## src/rtl/ethernet_tx_arbiter.sv

```systemverilog
// Frame-level arbiter merging two 64-bit AXI-stream sources onto the MAC tx stream.
// Optional per-source frame and abort counters are enabled with `define TX_ARB_STATS_EN.
module ethernet_tx_arbiter #(
  parameter int PRIORITY_MODE  = 0,
  parameter int TIMEOUT_CYCLES = 1024
) (
  input  logic        i_clk,
  input  logic        i_reset,
  input  logic        s0_axis_tvalid,
  input  logic [63:0] s0_axis_tdata,
  input  logic        s0_axis_tlast,
  input  logic [7:0]  s0_axis_tkeep,
  output logic        s0_axis_tready,
  input  logic        s1_axis_tvalid,
  input  logic [63:0] s1_axis_tdata,
  input  logic        s1_axis_tlast,
  input  logic [7:0]  s1_axis_tkeep,
  output logic        s1_axis_tready,
  output logic        m_axis_tvalid,
  output logic [63:0] m_axis_tdata,
  output logic        m_axis_tlast,
  output logic [7:0]  m_axis_tkeep,
  input  logic        m_axis_tready,
  output logic [1:0]  o_grant,
  output logic        o_busy,
  output logic        o_abort
`ifdef TX_ARB_STATS_EN
  ,
  output logic [15:0] o_s0_frames,
  output logic [15:0] o_s1_frames,
  output logic [15:0] o_aborts
`endif
);

  typedef enum logic [2:0] {IDLE, GRANT0, GRANT1, ABORT, FLUSH} state_t;

  localparam logic [15:0] TIMEOUT = 16'(TIMEOUT_CYCLES);

  state_t      state, state_nx;
  logic        src, src_nx;              // owner of the current frame (0 = s0, 1 = s1)
  logic        last_s1, last_s1_nx;      // round-robin pointer: last frame came from s1
  logic        started, started_nx;
  logic [15:0] cnt, cnt_nx;
  logic        abort_nx;

  logic        sel_valid, sel_last;
  logic [63:0] sel_data;
  logic [7:0]  sel_keep;
  logic [15:0] cnt_inc;

  assign sel_valid = src ? s1_axis_tvalid : s0_axis_tvalid;
  assign sel_last  = src ? s1_axis_tlast  : s0_axis_tlast;
  assign sel_data  = src ? s1_axis_tdata  : s0_axis_tdata;
  assign sel_keep  = src ? s1_axis_tkeep  : s0_axis_tkeep;
  assign cnt_inc   = cnt + 16'd1;
  assign o_busy    = (state != IDLE);

  // NOTE: every signal assigned here gets a default first, so no path leaves one
  // unassigned and no latch is inferred.
  always_comb begin
    state_nx       = state;
    src_nx         = src;
    last_s1_nx     = last_s1;
    started_nx     = started;
    cnt_nx         = cnt;
    abort_nx       = 1'b0;
    s0_axis_tready = 1'b0;
    s1_axis_tready = 1'b0;
    m_axis_tvalid  = 1'b0;
    m_axis_tdata   = '0;
    m_axis_tlast   = 1'b0;
    m_axis_tkeep   = '0;
    o_grant        = 2'b00;

    case (state)
      IDLE: begin
        started_nx = 1'b0;
        cnt_nx     = '0;
        if (s0_axis_tvalid && (!s1_axis_tvalid || PRIORITY_MODE == 1 || last_s1)) begin
          state_nx = GRANT0;
          src_nx   = 1'b0;
        end else if (s1_axis_tvalid) begin
          state_nx = GRANT1;
          src_nx   = 1'b1;
        end
      end

      GRANT0, GRANT1: begin
        o_grant        = src ? 2'b10 : 2'b01;
        m_axis_tvalid  = sel_valid;
        m_axis_tdata   = sel_data;
        m_axis_tlast   = sel_last;
        m_axis_tkeep   = sel_keep;
        s0_axis_tready = !src && m_axis_tready;
        s1_axis_tready = src && m_axis_tready;
        if (sel_valid) begin
          // A present beat always clears the stall counter, even on the expiry cycle.
          cnt_nx = '0;
          if (m_axis_tready) begin
            started_nx = 1'b1;
            if (sel_last) begin
              state_nx   = IDLE;
              last_s1_nx = src;
            end
          end
        end else if (started) begin
          cnt_nx = cnt_inc;
          if (cnt_inc == TIMEOUT) begin
            state_nx = ABORT;
            abort_nx = 1'b1;
          end
        end
      end

      ABORT: begin
        o_grant       = src ? 2'b10 : 2'b01;
        m_axis_tvalid = 1'b1;
        m_axis_tlast  = 1'b1;
        if (m_axis_tready) state_nx = FLUSH;
      end

      FLUSH: begin
        o_grant        = src ? 2'b10 : 2'b01;
        s0_axis_tready = !src;
        s1_axis_tready = src;
        if (sel_valid && sel_last) begin
          state_nx   = IDLE;
          last_s1_nx = src;
        end
      end

      default: state_nx = IDLE;
    endcase
  end

  // NOTE: state registers use non-blocking assignments so every flop samples
  // the pre-edge values regardless of block evaluation order.
  always_ff @(posedge i_clk or posedge i_reset) begin
    if (i_reset) begin
      state   <= IDLE;
      src     <= 1'b0;
      last_s1 <= 1'b1;
      started <= 1'b0;
      cnt     <= '0;
      o_abort <= 1'b0;
    end else begin
      state   <= state_nx;
      src     <= src_nx;
      last_s1 <= last_s1_nx;
      started <= started_nx;
      cnt     <= cnt_nx;
      o_abort <= abort_nx;
    end
  end

`ifdef TX_ARB_STATS_EN
  logic s0_done, s1_done;

  assign s0_done = (state == GRANT0) && (state_nx == IDLE);
  assign s1_done = (state == GRANT1) && (state_nx == IDLE);

  always_ff @(posedge i_clk or posedge i_reset) begin
    if (i_reset) begin
      o_s0_frames <= '0;
      o_s1_frames <= '0;
      o_aborts    <= '0;
    end else begin
      if (s0_done && o_s0_frames != 16'hFFFF) o_s0_frames <= o_s0_frames + 16'd1;
      if (s1_done && o_s1_frames != 16'hFFFF) o_s1_frames <= o_s1_frames + 16'd1;
      if (abort_nx && o_aborts != 16'hFFFF)   o_aborts    <= o_aborts + 16'd1;
    end
  end
`endif

endmodule
```

## config.mk

```make
export PLATFORM = sky130hd
export DESIGN_NAME = ethernet_tx_arbiter
export DESIGN_NICKNAME = d
export VERILOG_FILES = /design/src/rtl/ethernet_tx_arbiter.sv
export SDC_FILE = /design/constraint.sdc
export NUM_CORES = 1
export LEC_CHECK = 0
export BUFFER_PORTS_ARGS = -buffer_cell sky130_fd_sc_hd__buf_2
export CORE_ASPECT_RATIO = 0.6
export CORE_MARGIN = 8
export CORE_UTILIZATION = 42
export CTS_CLUSTER_SIZE = 10
export DETAILED_ROUTE_END_ITERATION = 8
export GPL_TIMING_DRIVEN = 0
export MAX_ROUTING_LAYER = met4
export PLACE_DENSITY = 0.87
export SETUP_SLACK_MARGIN = 0.05
export SYNTH_ARGS = -nofsm -noshare
export SYNTH_HDL_FRONTEND = slang
export SYNTH_SLANG_ARGS = --single-unit
export TNS_END_PERCENT = 1
```

## constraint.sdc

```tcl
create_clock -name i_clk -period 4 [get_ports i_clk]
set_input_delay 0.6 -clock i_clk [delete_from_list [all_inputs] [get_ports i_clk]]
set_output_delay 0.6 -clock i_clk [all_outputs]
set_load 0.005 [all_outputs]
```

==> flow_summary.json <==
{
  "finish.net_count": 743,
  "final_cell_mix": "buf_2 (235), nor2_1 (95), mux2i_1 (75)",
  "initial_utilization": 0.4374,
  "wirelength_um": 13660,
  "yosysTopAreaCell": "mux2i_1",
  "finalSetupViolCount": 0,
  "rrSetupSlack_ps": 1430,
  "synth_fp_nets": 508,
  "max_stage_delay_ps": 460,
  "cts_tree": "built",
  "netlist.area_leader.share": 0.2796,
  "cp-end-kind": "primary output",
  "dieHeight_um": 77.94,
  "ir_worst_vdd_mv": 0.4110,
  "clock_skew_ps": 6.913,
  "rsz0062_at_grt": "false",
  "worstPathArrival_ps": 2390,
  "critical-path-top-delay-family": "buffers and inverters",
  "drt_iter0_drc": 339,
  "firstDrtPassIters": 4,
  "worstPathRequired_ps": 3400,
  "synth_cell_types": 48,
  "wl_per_cell_um": 20.11,
  "die-width_um": 119.2,
  "ant_nets": 0,
  "timing.fmax_mhz": 334.5,
  "first_global_vias": 3649,
  "via_count": 3661,
  "drv_slew": 0,
  "cp_slowest_cell": "clkbuf_1",
  "final_util": 0.6519,
  "syn_area_um2": 2685,
  "r2r_cells": 7,
  "clockRootBuffer": "clkbuf_8",
  "antenna_found_initial": 6,
  "path_depth": 7,
  "cts_max_level": 1,
  "path_max_fanout": 10,
  "holdBufCountCts": 0,
  "min-delay-path-class": "input port to asynchronous set/reset pin",
  "slew_headroom": 0.3845,
  "worst_pin_slew_ps": 922.2,
  "dieArea_um2": 9292,
  "clkLatencyLatePin_ps": 270,
  "cp_num_buf_inv": 4,
  "place.gp.congestion": 1.014,
  "yosys-top-cells-area": "mux2i_1 (28%), dfrtp_1 (21%), nor2_1 (13%)",
  "startpoint_type": "flip-flop",
  "cts_buffers": 3,
  "syn_inst": 355,
  "ys_seq_area_frac": 0.2148,
  "async_reset_ff_frac": 1.000,
  "p_total_mw": 2.758,
  "via_per_inst": 5.392,
  "syn_to_final_growth_pct": 49.02,
  "cp-startpoint": "state[0]",
  "power_density_nw_per_um2": 689.2,
  "core_um2": 6138,
  "synth_ff_type": "dfrtp_1",
  "rows": 22,
  "place_hpwl_um": 11760,
  "rr_startpoint": "cnt[1]",
  "ys_ff_latch": 23,
  "ctsResizeCount": 0,
  "drc": 0,
  "instances_no_fill": 679,
  "drive_gt1_frac": 0.4346,
  "portBuffers": 230,
  "layout_commonest_cell": "buf_2",
  "post-route-min-period_ps": 2989,
  "clk_pin_slew_worst_paths_ps": 90,
  "finalCritPeriodShare": 0.7473,
  "place_inst": 669,
  "synth_edf_count": 0,
  "grt_overflow": 0,
  "p_leak_nw": 2.361,
  "clock-sinks": 23,
  "worstPathCellList": "buf_6 > xnor2_2 > or2_2 > clkbuf_1 > clkbuf_1 > nor2_1 > buf_2",
  "place_ws_ps": 1306,
  "path_common_cell": "clkbuf_1",
  "max-cap-violations": 0,
  "postCtsSetupBuffers": 0,
  "r2r-end": "state[0]",
  "hold_slack_ps": 515.5,
  "fillers": 565,
  "grt_max_degree": 24,
  "final_area_um2": 4001,
  "finalWorstSetupSlack_ps": 1011,
  "status": "finished clean",
  "hold_violations": 0,
  "timing_worst_setup_path_type": "flip-flop to primary output",
  "io_pins": 231,
  "synth_warnings": 0,
  "cts_max_path_buffers": 2,
  "grt_pass1_wl_um": 20060,
  "avgSynthCellArea_um2": 7.564,
  "grtUsageTotal": 0.2810,
  "dpl_cell_area_um2": 3941,
  "setup_tns_ps": 0
}
[kinds of logic (layout without fill, tap and decap cells)]
family | count (synthesis) | in the layout | synth area share
buffers and inverters | 34 | 268 | 0.05312
adders and majority gates | 2 | 2 | 0.009318
xor gates and xnor gates | 5 | 5 | 0.01911
AOI/OAI and AO/OA | 55 | 55 | 0.1319
and+or+nand+nor | 158 | 158 | 0.2796
DFF | 23 | 23 | 0.2148
other | 0 | 6 | 0
muxes | 78 | 78 | 0.2922
[final cells by class]
cell class / instances / area, um2 / area share
Clock buffer: 4 / 45.04 / 0.01126
Antenna cell: 6 / 15.01 / 0.003752
Sequential cell: 23 / 576.8 / 0.1442
Inverter: 4 / 15.01 / 0.003752
Tap cell: 84 / 105.1 / 0.02627
Multi-Input combinational cell: 298 / 1966 / 0.4912
Timing Repair Buffer: 230 / 1151 / 0.2877
Buffer: 30 / 127.6 / 0.03189
[report_power, final]
part	internal [mW]	switching, mW	total (mW)	leakage, nW
Sequential	0.272	0.0406	0.313	0.310
Combinational	0.955	1.34	2.29	2.03
Clock	0.0713	0.0794	0.151	0.0228
Total	1.30	1.46	2.76	2.36
[registers in the layout, indices dropped and copies added, names as in the netlist]
register / cells
last_s1: 1
started: 1
src: 1
cnt: 16
o_abort: 1
state: 3
[worst max-delay path by stage]
stage	slack (ps)	to
after detailed placement	1310	m_axis_tdata[8]
after global routing	800	m_axis_tdata[8]
after global placement	1290	state[0]
after floorplan	1880	m_axis_tdata[39]
final	1010	m_axis_tdata[8]
after CTS	1000	m_axis_tdata[8]
[synth_stat cells (2+ instances only)]
master	count
xor2_1	2
nor3_1	5
ha_1	2
buf_1	4
mux2_2	3
nor3_4	3
nor2_1	95
nor2b_1	2
nand2b_1	3
nor3b_1	2
and3_1	4
nand4_1	4
o31ai_1	8
xnor2_1	2
buf_2	5
a31oi_1	4
o21ai_0	22
a21oi_1	8
dfrtp_1	22
mux2i_1	75
inv_1	4
nand3_1	7
nor4_1	2
a21o_1	2
clkbuf_1	19
nand2_1	21
o41ai_1	2
o2111ai_1	2
nand3_2	2
[per-layer routing]
metal	wire, um	GRT usage	vias up
li1	-	-	1722
met1	5197	0.3060	1692
met2	6921	0.4852	211
met3	1051	0.07153	36
met4	484	0.1117	0
met5	0	-	-
Note: power is estimated with default switching activity, not from simulation.
